==> src/rtl/stopwatch_core.sv <==
// stopwatch_core: mixed-radix BCD stopwatch engine. A prescaler divides the clock
// into tenths ticks; the time register counts tenths, seconds and MIN_DIGITS minute
// digits. Supports lap capture, pause with preserved prescaler phase and a one-cycle
// overflow pulse on wrap.
// Optional feature: define STOPWATCH_COUNTDOWN_EN to add load_p/load_value,
// count_down and the done pulse.
//
// state | meaning
// IDLE  | cleared, not counting
// RUN   | counting, live time displayed
// PAUSE | stopped, prescaler phase held for resume
// LAP   | counting, captured lap time displayed
module stopwatch_core #(
  parameter int  DIV        = 10000000,
  parameter int  MIN_DIGITS = 2,
  localparam int W          = 4 * (3 + MIN_DIGITS)
) (
  input  logic         clock,
  input  logic         reset,
  input  logic         start_stop_p,
  input  logic         lap_p,
  input  logic         clear_p,
`ifdef STOPWATCH_COUNTDOWN_EN
  input  logic         count_down,
  input  logic         load_p,
  input  logic [W-1:0] load_value,
  output logic         done,
`endif
  output logic [W-1:0] digits,
  output logic         running,
  output logic         lap_active,
  output logic         overflow
);

  localparam int ND = 3 + MIN_DIGITS;
  localparam int PW = $clog2(DIV);

  typedef enum logic [1:0] {S_IDLE, S_RUN, S_PAUSE, S_LAP} state_t;

  // sec-tens digit is radix 6, every other digit radix 10
  function automatic logic [3:0] digit_max(input int idx);
    return (idx == 2) ? 4'd5 : 4'd9;
  endfunction

  // returns {carry_out, incremented time}
  function automatic logic [W:0] bcd_inc(input logic [W-1:0] t);
    logic [W-1:0] r;
    logic         c;
    r = t;
    c = 1'b1;
    for (int i = 0; i < ND; i++) begin
      if (c) begin
        if (t[4*i +: 4] >= digit_max(i)) begin
          r[4*i +: 4] = 4'd0;
        end else begin
          r[4*i +: 4] = t[4*i +: 4] + 4'd1;
          c = 1'b0;
        end
      end
    end
    return {c, r};
  endfunction

`ifdef STOPWATCH_COUNTDOWN_EN
  function automatic logic [W-1:0] bcd_dec(input logic [W-1:0] t);
    logic [W-1:0] r;
    logic         b;
    r = t;
    b = 1'b1;
    for (int i = 0; i < ND; i++) begin
      if (b) begin
        if (t[4*i +: 4] == 4'd0) begin
          r[4*i +: 4] = digit_max(i);
        end else begin
          r[4*i +: 4] = t[4*i +: 4] - 4'd1;
          b = 1'b0;
        end
      end
    end
    return r;
  endfunction

  // out-of-range load digits are saturated so no digit exceeds its radix
  function automatic logic [W-1:0] bcd_clamp(input logic [W-1:0] t);
    logic [W-1:0] r;
    r = t;
    for (int i = 0; i < ND; i++) begin
      if (t[4*i +: 4] > digit_max(i)) r[4*i +: 4] = digit_max(i);
    end
    return r;
  endfunction
`endif

  state_t        state_q, state_d;
  logic [PW-1:0] presc_q, presc_d;
  logic [W-1:0]  time_q, time_d;
  logic [W-1:0]  lap_q, lap_d;
  logic [W-1:0]  digits_q, digits_d;
  logic          running_q, running_d;
  logic          lap_active_q, lap_active_d;
  logic          overflow_q, overflow_d;
  logic          active;
  logic          tick;
  logic          start_ok;
  logic [W:0]    inc;
`ifdef STOPWATCH_COUNTDOWN_EN
  logic          done_q, done_d;
  logic [W-1:0]  dec;
`endif

  // next state: prescaler and time update first, then button events by priority
  always_comb begin
    state_d    = state_q;
    presc_d    = presc_q;
    time_d     = time_q;
    lap_d      = lap_q;
    overflow_d = 1'b0;
    active     = (state_q == S_RUN) || (state_q == S_LAP);
    tick       = active && (presc_q == PW'(DIV - 1));
    inc        = bcd_inc(time_q);
`ifdef STOPWATCH_COUNTDOWN_EN
    done_d     = 1'b0;
    dec        = bcd_dec(time_q);
    start_ok   = !(count_down && (time_q == '0));
`else
    start_ok   = 1'b1;
`endif

    if (active) presc_d = tick ? '0 : presc_q + 1'b1;

    if (tick) begin
`ifdef STOPWATCH_COUNTDOWN_EN
      if (count_down) begin
        time_d = dec;
        done_d = (dec == '0);
      end else begin
        time_d     = inc[W-1:0];
        overflow_d = inc[W];
      end
`else
      time_d     = inc[W-1:0];
      overflow_d = inc[W];
`endif
    end

    if (clear_p) begin
      state_d    = S_IDLE;
      presc_d    = '0;
      time_d     = '0;
      lap_d      = '0;
      overflow_d = 1'b0;
`ifdef STOPWATCH_COUNTDOWN_EN
      done_d     = 1'b0;
`endif
    end else begin
      if (start_stop_p) begin
        case (state_q)
          S_IDLE, S_PAUSE: if (start_ok) state_d = S_RUN;
          S_RUN, S_LAP:    state_d = S_PAUSE;
          default:         state_d = S_IDLE;
        endcase
      end else if (lap_p) begin
        if (state_q == S_RUN) begin
          state_d = S_LAP;
          lap_d   = time_q;
        end else if (state_q == S_LAP) begin
          state_d = S_RUN;
        end
      end
`ifdef STOPWATCH_COUNTDOWN_EN
      if (load_p && !active) begin
        time_d  = bcd_clamp(load_value);
        presc_d = '0;
      end
      if (done_d) state_d = S_PAUSE;
`endif
    end

    running_d    = (state_d == S_RUN) || (state_d == S_LAP);
    lap_active_d = (state_d == S_LAP);
    digits_d     = (state_q == S_LAP) ? lap_q : time_q;
  end

  // single register stage for FSM, counters and all outputs
  always_ff @(posedge clock or posedge reset) begin
    if (reset) begin
      state_q      <= S_IDLE;
      presc_q      <= '0;
      time_q       <= '0;
      lap_q        <= '0;
      digits_q     <= '0;
      running_q    <= 1'b0;
      lap_active_q <= 1'b0;
      overflow_q   <= 1'b0;
`ifdef STOPWATCH_COUNTDOWN_EN
      done_q       <= 1'b0;
`endif
    end else begin
      state_q      <= state_d;
      presc_q      <= presc_d;
      time_q       <= time_d;
      lap_q        <= lap_d;
      digits_q     <= digits_d;
      running_q    <= running_d;
      lap_active_q <= lap_active_d;
      overflow_q   <= overflow_d;
`ifdef STOPWATCH_COUNTDOWN_EN
      done_q       <= done_d;
`endif
    end
  end

  assign digits     = digits_q;
  assign running    = running_q;
  assign lap_active = lap_active_q;
  assign overflow   = overflow_q;
`ifdef STOPWATCH_COUNTDOWN_EN
  assign done       = done_q;
`endif

endmodule

==> config.mk <==
export PLATFORM = sky130hd
export DESIGN_NAME = stopwatch_core
export DESIGN_NICKNAME = d
export VERILOG_FILES = /design/src/rtl/stopwatch_core.sv
export SDC_FILE = /design/constraint.sdc
export NUM_CORES = 1
export LEC_CHECK = 0
export ABC_AREA = 1
export CAP_MARGIN = 20
export CORE_ASPECT_RATIO = 0.7
export CORE_MARGIN = 3
export CORE_UTILIZATION = 30
export CTS_BUF_LIST = sky130_fd_sc_hd__clkbuf_4
export DETAILED_ROUTE_END_ITERATION = 10
export PLACE_DENSITY = 0.5
export SLEW_MARGIN = 20
export SYNTH_ARGS = -nofsm -noshare
export SYNTH_HDL_FRONTEND = slang
export SYNTH_SLANG_ARGS = --single-unit
==> constraint.sdc <==
create_clock -name clock -period 7.9 [get_ports clock]
set_input_delay 2.37 -clock clock [delete_from_list [all_inputs] [get_ports clock]]
set_output_delay 2.37 -clock clock [all_outputs]
set_load 0.03 [all_outputs]
# After elaboration in Yosys (flattened, before gate mapping)
# Index checks and enable logic that the tools add are counted.
# totals
regBits	89
in_bits	5
out_inout_bits	23
wordCells	85
# op_classes
add_sub_neg	6
n_lt_le_gt_ge	5
eq_ne	7
mux	36
n_reduce_logical	19
# ops
op	n
2-to-1 mux 20 bit	7
2-to-1 mux 24 bit	3
2-to-1 mux 4 bit	9
adder 24 x 1 -> 24 bit, second input constant	1
== test 24 bit, second input constant	1
adder 4 x 1 -> 4 bit, second input constant	5
>= comparator 4 bit, second input constant	4
nonzero test 2 bit	8
2-to-1 mux 1 bit	11
2-to-1 mux 2 bit	5
AND reduction 2 bit	4
== test 2 bit, second input constant	3
== test 2 x 1 -> 1 bit, second input constant	2
>= comparator 4 x 3 -> 1 bit, second input constant	1
one-hot mux 2 bit (2 select lines)	1
OR reduction 2 bit	2
AND reduction 3 bit	1
zero test 2 bit	1
logical OR 1 bit	2
!= test 2 x 1 -> 1 bit, second input constant	1
logical AND 1 bit	1

# Logic depth before layout (Yosys ltp)
# Gate-level depths: netlist (run 1).
# logic_depth
word_depth	8
ltp_mapped	12
ltp_nobuf	12

# Least setup slack after synthesis (run 1)
# OpenSTA, ideal clock, no wires.
# synth_path
kind	input-to-reg
from	input port clear_p
to	register presc_q[13]
setup_ns	0.119
arrival_time_ns	3.088
required_ns	7.781
path_slack_ns	4.693
path_stages	7
n_path_buf	0
cell_sequence	nor2_2 inv_4 nand2_2 nor2_4 nand2_2 nor2_1 o21a_1
# synth_via
elab_chain_len	1
word_cells_on_any_way	2
classes_between	1 x mux; 1 x reduce/logical
# synth_lines
item	line_no	source
start, declared	22	input logic clear_p,
2-to-1 mux 24 bit or nonzero test 2 bit (tied branches)	n/a	
end signal, assigned	200	presc_q <= presc_d;
end, declared	95	logic [PW-1:0] presc_q, presc_d;
# Several ways; a longest one is shown, not always the timed one.
# A chain may end at the register's enable or synchronous reset.

# Worst setup path in the final report (run 1)
# layout_path
from	register running_q, in the netlist running
to	output port running
# layout_rtl
item	line_no	source
start, declared	99	logic running_q, running_d;
start signal, assigned	204	running_q <= running_d;
end, declared	30	output logic running,
# No word-level cell between the ends.

==> results of run 1 <==
==> layout make-up <==
class | instances | area (um^2) | share of cell area, %
Clock buffer | 11 | 82.6 | 1.58
Inverter | 66 | 254 | 4.85
Sequential cell | 88 | 2200 | 42.1
Antenna cell | 1 | 2.50 | 0.0478
Tap cell | 195 | 244 | 4.66
Timing Repair Buffer | 32 | 328 | 6.26
Clock inverter | 4 | 22.5 | 0.430
Multi-Input combinational cell | 409 | 2100 | 40.1
==> state kept, by name, summed over array words and instances, names as in the netlist <==
signal,flops
lap_q,20
time_q,20
lap_active,1
overflow,1
presc_q,24
running,1
state_q,1
digits,20
==> power groups by stage <==
stage               clock network (mW)  logic, mW  registers (mW)
floorplan                            0     0.0738           0.513
detailed placement                   0      0.130           0.500
global placement                     0      0.129           0.498
global route                     0.249      0.148           0.494
finish                           0.220      0.130           0.491
CTS                              0.235      0.131           0.491
==> worst register-to-register path, stage by stage (launching register included) <==
cell and delay, ps:
dfrtp_1 610, ha_1 210, buf_4 370, nor2_2 120, nor2_1 110, nand2_1 70
nor2_1 120, nand2_2 130, nand2_4 260, nand2_4 130, inv_4 180, nor2_1 70
==> per-layer routing <==
layer / vias up / GRT usage [%] / routed length [um]
li1: 1905 / - / -
met1: 1767 / 21.7 / 5940
met2: 72 / 18.4 / 4350
met3: 8 / 3.47 / 558
met4: 0 / 3.47 / 87
met5: - / 0 / 0
==> worst min path at each step <==
stage	from	endpoint
2_1_floorplan	time_q[11]	time_q[11]
3_3_place_gp	time_q[19]	time_q[19]
3_5_place_dp	time_q[19]	time_q[19]
4_1_cts	time_q[19]	time_q[19]
5_1_grt	time_q[19]	time_q[19]
6_report	lap_q[18]	digits[18]
==> logic make-up (layout without fill, tap and decap cells) <==
| kind of cell | after synthesis | in the layout | share of synthesized area, % |
|---|---|---|---|
| compound gates | 68 | 68 | 7.82 |
| xor+xnor | 14 | 14 | 2.64 |
| fa+ha+maj | 18 | 18 | 4.84 |
| buf+inv | 82 | 113 | 7.61 |
| flops | 88 | 88 | 47.3 |
| other cells | 0 | 1 | 0 |
| simple gates | 309 | 309 | 29.8 |
==> through the flow <==
stage	hold WS (ps)	instance area, um^2	power, mW	instances
2_1_floorplan	442	4650	0.587	579
5_1_grt	518	5230	0.892	805
4_1_cts	490	5190	0.857	803
3_3_place_gp	457	5090	0.628	788
3_5_place_dp	460	5090	0.630	788
6_report	493	5230	0.841	806
==> cell usage after synthesis (all sizes together) <==
master  number
inv         66
and2         2
nor3        11
xor2         7
clkbuf       8
nand2      155
o211ai       1
nand3b       2
a211oi       1
ha          18
xnor2        7
nor3b        2
o21ai       51
nor2        68
dfrtp       88
o21a         1
buf          8
a21oi        9
o21bai       1
nand3       59
nand4       10
o31ai        4
==> impl_results.md, run 1 <==
* Status: finished clean
* Internal at 586 uW
* Num CTS Buffers at 9
* Setup Fix Bufs, Post-CTS at 0
* Crit path arrival time at 1810 ps
* Layout cell share with drive strength beyond 1 at 8.03%
* MaxCap Viol Count at 0
* Hold path depth at 2
* Critical path's top delay family: buffers and inverters
* Die height at 110 um
* WP buf/inv at 1
* Overflow left after global routing at 0
* Core Region at 15000 um^2
* Bufs on Longest Clock Path at 2
* Final worst slack at 3720 ps
* Crit-path max FO at 9
* Avg Synthesized Cell Area at 8.04 um^2
* Final Slew Violations at 0
* # setup viols final at 0
* Synth Cell Area at 4650 um^2
* Max incr delay on CP at 750 ps
* Sequential power share at 58.3%
* CTS tree: yes
* Pwr Density at 161 nW/um^2
* Worst R2R Path Depth at 11
* Top cell type's share of synthesized area at 47.3%
* Final wirelength at 10900 um
* Final Wtd Congestion at 0.856
* Post-CTS Hold Buffers at 0
* First-pass GRT wire length at 18500 um
* CP startpoint: running
* Top post-synthesis cells by area: dfrtp_1 (47%), nand2_1 (12%), nand3_1 (6.3%)
* Ports at 28
* Layout area overhead at 12.4%
* Syn Nets at 602
* Root buffer cell: clkbuf_4
* # fillers at 1552
* Crit path to: running
* Highest clock rate at 0.239 GHz
* Slew @ Worst Pin at 677 ps
* Rel. slew slack at 54.7%
* Hpwl dp at 7730 um
* Average wire per standard cell at 13.6 um
* # DRC at 0
* CP Depth at 1
* Clock sinks at 88
* Final net count at 629
* Slowest cell on the critical path: clkdlybuf4s50_1
* Initial antenna violation count at 0
* Clock latency on the worst-skew pair at 440 ps
* Die area at 17100 um^2
* Initial core utilization at 31.1%
* Drt via density at 4.66
* Worst Path Required at 5530 ps
* Synth Warn # at 0
* First-iteration detailed-routing DRC count at 299
* Net Sw Power at 255 uW
* Clock skew at 18.5 ps
* RR Startpoint: running
* # H-tree levels at 3
* Part of the cycle the worst path needs at 52.9%
* Row cnt at 37
* Clock power share at 26.1%
* CP Launch Type: register
* Critical path type: register to output port
* Worst Hold Class: register to register
* Drt first pass iters at 6
* Post-CTS Resized at 0
* Cell taking the most area after synthesis: dfrtp_1
* Worst r2r dst: presc_q[18]
* Worst path cell trace: clkdlybuf4s50_1
* Detail Route Antenna Nets at 0
* Gr usage total at 13.8%
* Worst slack at placement at 3270 ps
* Cell count after synthesis at 579
* Highest-count cells in the layout ignoring fill and taps: nand2_1 (145), dfrtp_1 (88), inv_1 (63)
* Seq/Total Area, Yosys at 47.3%
* Tmin final at 4180 ps
* Detailed-route via count at 3752
* Final Hold Fails at 0
* Pin count of the biggest net entering global routing at 77
* Leakage at 2.38 nW
* Number of global-route vias before repair at 3524
* Critical Path Sink Type: output port
* RSZ-0062 raised after global routing: no
* Util after Layout at 35.0%
* Final setup TNS at 0 ps
* Flops & latches, synth at 88
* IO Port Bufs at 27
* Clock slew at reported path FFs at 140 ps
* Peak VDD IR at 0.0000733 V
* Flop-to-flop setup slack at 5430 ps
* Commonest non-fill, non-tap cell in the layout: nand2_1
* Post-synthesis cell type count at 32
* Comb pwr share at 15.5%
* Sw Share at 30.3%
* Chip width at 155 um
Power figures use the tool's default switching activity.
==> inputs of run 2 (changes only) <==
--- a/config.mk
+++ b/config.mk
@@ -12,7 +12,7 @@
 export CORE_UTILIZATION = 30
 export CTS_BUF_LIST = sky130_fd_sc_hd__clkbuf_4
 export DETAILED_ROUTE_END_ITERATION = 10
-export PLACE_DENSITY = 0.5
+export PLACE_DENSITY = 0.52
 export SLEW_MARGIN = 20
 export SYNTH_ARGS = -nofsm -noshare
 export SYNTH_HDL_FRONTEND = slang
==> constraint.sdc (replaced) <==
create_clock -name clock -period 3.7 [get_ports clock]
set_input_delay 1.11 -clock clock [delete_from_list [all_inputs] [get_ports clock]]
set_output_delay 1.11 -clock clock [all_outputs]
set_load 0.03 [all_outputs]
==> impl_results.md, run 2 (synthesized netlist as in run 1, its figures left out) <==
* Status: finished clean
* GR met3 Demand/Resource at 3.32% (-0.16 points)
* First-iteration detailed-routing DRC count at 225 (-25%)
* # setup viols final at 0 (unchanged)
* Gr usage total at 13.4% (-0.34 points)
* Die height at 110 um (unchanged)
* IO Port Bufs at 27 (unchanged)
* Slew @ Worst Pin at 744 ps (+67.1 ps)
* Detailed-route via count at 3715 (-0.99%)
* Clock slew at reported path FFs at 120 ps (-20 ps)
* Layout area overhead at 13.1%
* Ports at 28 (unchanged)
* Critical path's top delay family: buffers and inverters
* Crit-path max FO at 9 (unchanged)
* Max incr delay on CP at 760 ps (about the same)
* Critical path type: register to output port
* Worst slack at placement at 667 ps (-2600 ps)
* RSZ-0062 raised after global routing: no
* MaxCap Viol Count at 0 (unchanged)
* Rel. slew slack at 50.2% (-4.5 points)
* Commonest non-fill, non-tap cell in the layout: nand2_1
* Drt via density at 4.60 (-1.1%)
* Highest clock rate at 0.341 GHz
* Layout cell share with drive strength beyond 1 at 8.33% (+0.30 points)
* Setup Fix Bufs, Post-CTS at 0 (unchanged)
* Pwr Density at 353 nW/um^2 (+120%)
* M2 GR Usage at 19.5% (+1.1 points)
* Clock sinks at 88 (unchanged)
* Worst Path Required at 2590 ps (-2940 ps)
* Crit path arrival time at 1830 ps (+20 ps)
* Final worst slack at 765 ps (-2960 ps)
* Peak VDD IR at 0.000170 V (+130%)
* Leakage at 2.40 nW (+0.71%)
* Critical Path Sink Type: output port
* Worst Hold Class: register to register
* Final wirelength at 10900 um (-0.36%)
* Post-CTS Resized at 0 (unchanged)
* Bufs on Longest Clock Path at 2 (unchanged)
* Number of global-route vias before repair at 3447 (-2.2%)
* Drt first pass iters at 4 (-2)
* Final Slew Violations at 0 (unchanged)
* Root buffer cell: clkbuf_4
* Post-CTS Hold Buffers at 0 (unchanged)
* First-pass GRT wire length at 18000 um (-2.8%)
* Die area at 17100 um^2 (unchanged)
* Tmin final at 2940 ps
* # H-tree levels at 3 (unchanged)
* Core Region at 15000 um^2 (unchanged)
* Worst path cell trace: clkdlybuf4s50_1
* WP buf/inv at 1 (unchanged)
* CP Launch Type: register
* Slowest cell on the critical path: clkdlybuf4s50_1
* Max reg flops at 24 (unchanged)
* Final Wtd Congestion at 0.857 (about the same)
* Pin count of the biggest net entering global routing at 41 (-47%)
* Average wire per standard cell at 13.5 um (-0.48%)
* Clock latency on the worst-skew pair at 440 ps (about the same)
* M1 GR Usage at 20.1% (-1.6 points)
* # DRC at 0 (unchanged)
* Overflow left after global routing at 0 (unchanged)
* Part of the cycle the worst path needs at 79.3%
* Final Hold Fails at 0 (unchanged)
* Chip width at 155 um (unchanged)
* Post-Place Cell Area at 5140 um^2 (+0.98%)
* Placed Cells at 793 (+0.63%)
* Hpwl dp at 7760 um (+0.36%)
* Detail Route Antenna Nets at 0 (unchanged)
* Hold slack at 490 ps (-2.68 ps)
* Initial antenna violation count at 0 (unchanged)
* Final setup TNS at 0 ps (unchanged)
* Num CTS Buffers at 9 (unchanged)
* Initial core utilization at 31.1% (unchanged)
* Clock skew at 22.5 ps (+3.97 ps)
* Top reg by flops: presc_q
* Number of antenna diodes at 0 (-1)
* Final Cell Area at 5260 um^2 (+0.57%)
* Highest-count cells in the layout ignoring fill and taps: nand2_1 (145), dfrtp_1 (88), inv_1 (63)
* Gr busiest metal: met1
* CTS tree: yes
* Finished Layout Cells at 807 (+0.12%)
* Row cnt at 37 (unchanged)
* Final net count at 632 (+0.48%)
-- run 2: path summary, 6_finish.rpt --
kind | slack (ps) | start | cells after the start | to
min in group asynchronous | 1030 | reset | 2 | presc_q[13]
setup / recovery | 760 | running | 1 | running
hold reg to reg | 490 | time_q[19] | 2 | time_q[19]
hold / removal | 490 | time_q[19] | 2 | time_q[19]
setup reg to reg | 1460 | running | 10 | presc_q[17]
max in group asynchronous | 1970 | reset | 3 | lap_q[18]
-- run 2: metrics by stage --
step,util [%],power [mW]
floorplan,-,1.25
global placement,34.4,1.35
CTS,35.2,1.89
finish,35.2,1.86
global route,35.2,1.96
detailed placement,34.4,1.35
-- run 2: per-layer routing --
metal	wire [um]	vias to the layer above
met4	68	0
met5	0	-
met3	407	5
met1	5950	1732
li1	-	1908
met2	4470	70
-- run 2: area by class of cell --
type | count | area, um^2
Clock buffer | 10 | 75.1
Sequential cell | 88 | 2200
Multi-Input combinational cell | 409 | 2100
Tap cell | 195 | 244
Fill cell | 1573 | 9690
Inverter | 66 | 254
Clock inverter | 4 | 47.5
Timing Repair Buffer | 35 | 343
-- run 2: power by group --
group	switching (mW)	internal, mW	leakage (nW)
registers	0.0414	1.01	1.21
clock network	0.322	0.205	0.0681
logic	0.183	0.0978	1.12
total	0.547	1.31	2.40
==> inputs of run 3 (changes only) <==
--- a/config.mk
+++ b/config.mk
@@ -12,7 +12,7 @@
 export CORE_UTILIZATION = 30
 export CTS_BUF_LIST = sky130_fd_sc_hd__clkbuf_4
 export DETAILED_ROUTE_END_ITERATION = 10
-export PLACE_DENSITY = 0.52
+export PLACE_DENSITY = 0.5
 export SLEW_MARGIN = 20
 export SYNTH_ARGS = -nofsm -noshare
 export SYNTH_HDL_FRONTEND = slang
==> constraint.sdc (replaced) <==
create_clock -name clock -period 3 [get_ports clock]
set_input_delay 0.9 -clock clock [delete_from_list [all_inputs] [get_ports clock]]
set_output_delay 0.9 -clock clock [all_outputs]
set_load 0.03 [all_outputs]
==> impl_results.md, run 3 (synthesized netlist as in run 1, its figures left out) <==
* Status: finished clean
* Crit path arrival time at 1650 ps (-180 ps)
* Pwr Density at 456 nW/um^2 (+29%)
* Leakage at 2.42 nW (+1.1%)
* Clock skew at 19.6 ps (-2.93 ps)
* Worst path cell trace: clkdlybuf4s50_1
* CP Depth at 1 (unchanged)
* Final Cell Area at 5340 um^2 (+1.4%)
* Initial antenna violation count at 0 (unchanged)
* First-iteration detailed-routing DRC count at 300 (+33%)
* Initial core utilization at 31.1% (unchanged)
* Final Wtd Congestion at 0.849 (-0.93%)
* Clock latency on the worst-skew pair at 440 ps (about the same)
* Number of antenna diodes at 0 (unchanged)
* Bufs on Longest Clock Path at 2 (unchanged)
* Hold path depth at 2 (unchanged)
* Drt first pass iters at 5 (+1)
* Post-CTS Resized at 0 (unchanged)
* Post-Place Cell Area at 5170 um^2 (+0.68%)
* Flop-to-flop setup slack at 1010 ps (-450 ps)
* Worst Min Path Start: time_q[19]
* Critical Path Sink Type: output port
* Clock sinks at 88 (unchanged)
* Top reg by flops: presc_q
* Overflow left after global routing at 0 (unchanged)
* Post-CTS Hold Buffers at 0 (unchanged)
* Row cnt at 37 (unchanged)
* Core Region at 15000 um^2 (unchanged)
* Detail Route Antenna Nets at 0 (unchanged)
* Max incr delay on CP at 730 ps (-30 ps)
* Chip width at 155 um (unchanged)
* # setup viols final at 0 (unchanged)
* Worst R2R Path Depth at 10 (unchanged)
* First-pass GRT wire length at 19500 um (+7.9%)
* Worst r2r dst: presc_q[17]
* Final wirelength at 11600 um (+6.3%)
* CP Launch Type: register
* Worst Hold Class: register to register
* Critical path type: register to output port
* MaxCap Viol Count at 0 (unchanged)
* Hpwl dp at 8240 um (+6.2%)
* Slew @ Worst Pin at 614 ps (-130 ps)
* # H-tree levels at 3 (unchanged)
* Slowest cell on the critical path: clkdlybuf4s50_1
* RSZ-0062 raised after global routing: no
* Average wire per standard cell at 14.3 um (+5.9%)
* RR Startpoint: running
* Part of the cycle the worst path needs at 85.1%
* Highest clock rate at 0.392 GHz
* Number of global-route vias before repair at 3672 (+6.5%)
* Max reg flops at 24 (unchanged)
* WP buf/inv at 1 (unchanged)
* Commonest non-fill, non-tap cell in the layout: nand2_1
* Ports at 28 (unchanged)
* Detailed-route via count at 3785 (+1.9%)
* Layout area overhead at 14.7%
* IO Port Bufs at 27 (unchanged)
* Final Slew Violations at 0 (unchanged)
* Clock slew at reported path FFs at 150 ps (+30 ps)
* Drt via density at 4.67 (+1.5%)
* Num CTS Buffers at 9 (unchanged)
* Layout cell share with drive strength beyond 1 at 8.62% (+0.28 points)
* Worst Path Required at 2100 ps (-490 ps)
* Crit-path max FO at 4 (-5)
* Gr usage total at 14.5% (+1.1 points)
* Setup Fix Bufs, Post-CTS at 0 (unchanged)
* Die height at 110 um (unchanged)
* End point of the worst hold path: time_q[19]
* Highest-count cells in the layout ignoring fill and taps: nand2_1 (145), dfrtp_1 (88), inv_1 (63)
* Rel. slew slack at 59.0% (+8.7 points)
* Critical path's top delay family: buffers and inverters
* Final setup TNS at 0 ps (unchanged)
* Pin count of the biggest net entering global routing at 42 (+2.4%)
* Peak VDD IR at 0.000211 V (+24%)
* # DRC at 0 (unchanged)
* Final net count at 633 (+0.16%)
* Tmin final at 2550 ps
* Root buffer cell: clkbuf_4
* Final Hold Fails at 0 (unchanged)
* CTS tree: yes
* Die area at 17100 um^2 (unchanged)
-- run 3: routing by layer --
layer  GRT usage (%)  vias to the layer above  wire [um]
li1                -                     1909          -
met1            22.6                     1782       6400
met5               0                        -          0
met3            3.24                        8        545
met4            3.91                        0        110
met2            20.0                       86       4530
-- run 3: worst max path at each step --
stage / from / end / slack [ps]
2_1_floorplan: reset / digits[0] / 1080
5_1_grt: running / running / 330
6_report: running / running / 450
4_1_cts: running / running / 380
3_3_place_gp: clear_p / presc_q[17] / 550
3_5_place_dp: clear_p / lap_q[7] / 520
-- run 3: through the flow --
step / setup WS [ps] / util [%] / std cells / hold WS (ps) / power [mW]
global route: 327 / 35.7 / 810 / 531 / 2.58
global placement: 549 / 34.6 / 794 / 455 / 1.67
CTS: 378 / 35.7 / 810 / 503 / 2.47
finish: 446 / 35.7 / 810 / 498 / 2.43
detailed placement: 521 / 34.6 / 794 / 469 / 1.68
floorplan: 1080 / - / 579 / 442 / 1.55
-- run 3: area by class of cell --
type / instances / area, um^2
flip-flops and latches: 88 / 2200
inverters: 66 / 256
repair buffers: 36 / 375
multi-input cells: 409 / 2100
clock inverters: 7 / 93.8
fillers: 1542 / 9620
clock buffers: 9 / 67.6
well taps: 195 / 244
-- run 3: where the power goes --
| part | switching, mW | internal [mW] |
|---|---|---|
| Clock | 0.439 | 0.340 |
| Combinational | 0.237 | 0.127 |
| Sequential | 0.0477 | 1.24 |
==> RTL change, RTL diff (config.mk and constraints of run 3) <==
Register the inputs `start_stop_p`, `lap_p` and `clear_p` before use, cleared by the reset. The logic sees them one clock later.
--- a/src/rtl/stopwatch_core.sv
+++ b/src/rtl/stopwatch_core.sv
@@ -37,6 +37,22 @@
 
   typedef enum logic [1:0] {S_IDLE, S_RUN, S_PAUSE, S_LAP} state_t;
 
+  logic start_stop_p_q;
+  logic lap_p_q;
+  logic clear_p_q;
+
+  always_ff @(posedge clock or posedge reset) begin
+    if (reset) begin
+      start_stop_p_q <= '0;
+      lap_p_q        <= '0;
+      clear_p_q      <= '0;
+    end else begin
+      start_stop_p_q <= start_stop_p;
+      lap_p_q        <= lap_p;
+      clear_p_q      <= clear_p;
+    end
+  end
+
   // sec-tens digit is radix 6, every other digit radix 10
   function automatic logic [3:0] digit_max(input int idx);
     return (idx == 2) ? 4'd5 : 4'd9;
@@ -143,7 +159,7 @@
 `endif
     end
 
-    if (clear_p) begin
+    if (clear_p_q) begin
       state_d    = S_IDLE;
       presc_d    = '0;
       time_d     = '0;
@@ -153,13 +169,13 @@
       done_d     = 1'b0;
 `endif
     end else begin
-      if (start_stop_p) begin
+      if (start_stop_p_q) begin
         case (state_q)
           S_IDLE, S_PAUSE: if (start_ok) state_d = S_RUN;
           S_RUN, S_LAP:    state_d = S_PAUSE;
           default:         state_d = S_IDLE;
         endcase
-      end else if (lap_p) begin
+      end else if (lap_p_q) begin
         if (state_q == S_RUN) begin
           state_d = S_LAP;
           lap_d   = time_q;
Check against the original RTL: not equivalent (Yosys sat finds a counterexample within 4 cycles, from zero or initial values and one cycle with reset high).
==> RTL change against run 3 <==
- power is 5.2% lower
- sequential share of layout area is 1.3 points higher
- hold slack worse by 6.7 ps
- worst setup slack worse by 110 ps
- cell area is 0.23% higher
- non-clock buffer count stayed put
- count of clock-buffer cells in the layout is 1 higher
- final cell count is 0.37% higher
- sequential power is 3% higher
- global-route usage is 0.75 points lower
- sequential cell count is 3 higher
- synthesized area is 1.6% higher
- wire length is 4.3% lower
==> RTL change: results (changes against run 3) <==
Clk Latency, worst-skew pair = 460 ps (was 440 ps)
F_max = 375 MHz (was 392 MHz)
Pleak = 2.42 nW (about the same)
Vias in the first global route = 3701 (was 3672)
Hold_sp = time_q[11] (was time_q[19])
Status = complete, no violations (unchanged)
Total number of vias = 3792 (was 3785)
Largest net degree at the start of global routing = 55 (was 42)
Layout cell share with drive strength beyond 1 = 8.74% (was 8.62%)
Pre-CTS WS = 814 ps (was 521 ps)
TritonRoute pass-1 iters = 4 (was 5)
Sequential share of the synthesized area = 48.2% (was 47.3%)
Hpwl dp = 7.76 mm (was 8.24 mm)
Worst-path maximum fanout = 9 (was 4)
Yosys cell types = 32 (unchanged)
Syn Nets = 605 (was 602)
Main flop type after synthesis = dfrtp_1 (unchanged)
Final Skew = 25.3 ps (was 19.6 ps)
Slew @ Worst Pin = 734 ps (was 614 ps)
CP max stage delay = 760 ps (was 730 ps)
Post-synth top cells = 145 x nand2_1, 91 x dfrtp_1, 64 x inv_1, 59 x nand3_1, 53 x nor2_1 (was 145 x nand2_1, 88 x dfrtp_1, 64 x inv_1, 59 x nand3_1, 53 x nor2_1)
Power, Total = 0.00231 W (was 0.00243 W)
Dpl cells = 797 (was 794)
R2r endpoint = presc_q[18] (was presc_q[17])
VDD IR-drop max = 0.183 mV (was 0.211 mV)
P_seq = 0.00133 W (was 0.00129 W)
First-pass GRT wire length = 19.2 mm (was 19.5 mm)
Worst Path Arrival = 1770 ps (was 1650 ps)
Gr usage total = 13.8% (was 14.5%)
Reg2Reg Setup Slack = 980 ps (was 1010 ps)
WHS Endpoint = time_q[11] (was time_q[19])
Cell count after synthesis = 582 (was 579)
Iter 0 DRT Violations = 288 (was 300)
Largest cells by area after synthesis = dfrtp_1 48%, nand2_1 12%, nand3_1 6.2%, o21ai_0 5.2%, inv_1 5.1% (was dfrtp_1 47%, nand2_1 12%, nand3_1 6.3%, o21ai_0 5.3%, inv_1 5.2%)
Final nets = 636 (was 633)
Sw Pwr = 0.000721 W (was 0.000723 W)
Comb. pwr = 0.000338 W (was 0.000363 W)
Vias per Instance = 4.66 (was 4.67)
Placed Area = 5230 um^2 (was 5170 um^2)
-- RTL change: cell types whose count changed after synthesis --
cell and delta:
dfrtp_1 +3
-- RTL change: layout make-up --
type / instances / area, um^2 / area share (%)
flip-flops and latches: 91 / 2280 / 42.6
multi-input cells: 409 / 2100 / 39.2
repair buffers: 36 / 350 / 6.55
inverters: 66 / 256 / 4.80
well taps: 195 / 244 / 4.56
clock buffers: 10 / 75.1 / 1.40
clock inverters: 6 / 48.8 / 0.912
-- RTL change: per-layer routing --
layer,vias to the layer above,GRT usage (%),wire [um]
met1,1786,21.6,6040
met5,-,0,0
met3,13,3.39,514
met2,72,18.7,4430
li1,1921,-,-
met4,0,3.29,96
-- RTL change: cells by family (layout without fill, tap and decap cells) --
group	Yosys count	count (layout)	share of synthesized area [%]
buffers and inverters	82	118	7.49
XOR/XNOR	14	14	2.59
flip-flops	91	91	48.2
adder cells (fa/ha/maj)	18	18	4.76
AO/OA/AOI/OAI	68	68	7.70
AND/OR/NAND/NOR	309	309	29.3
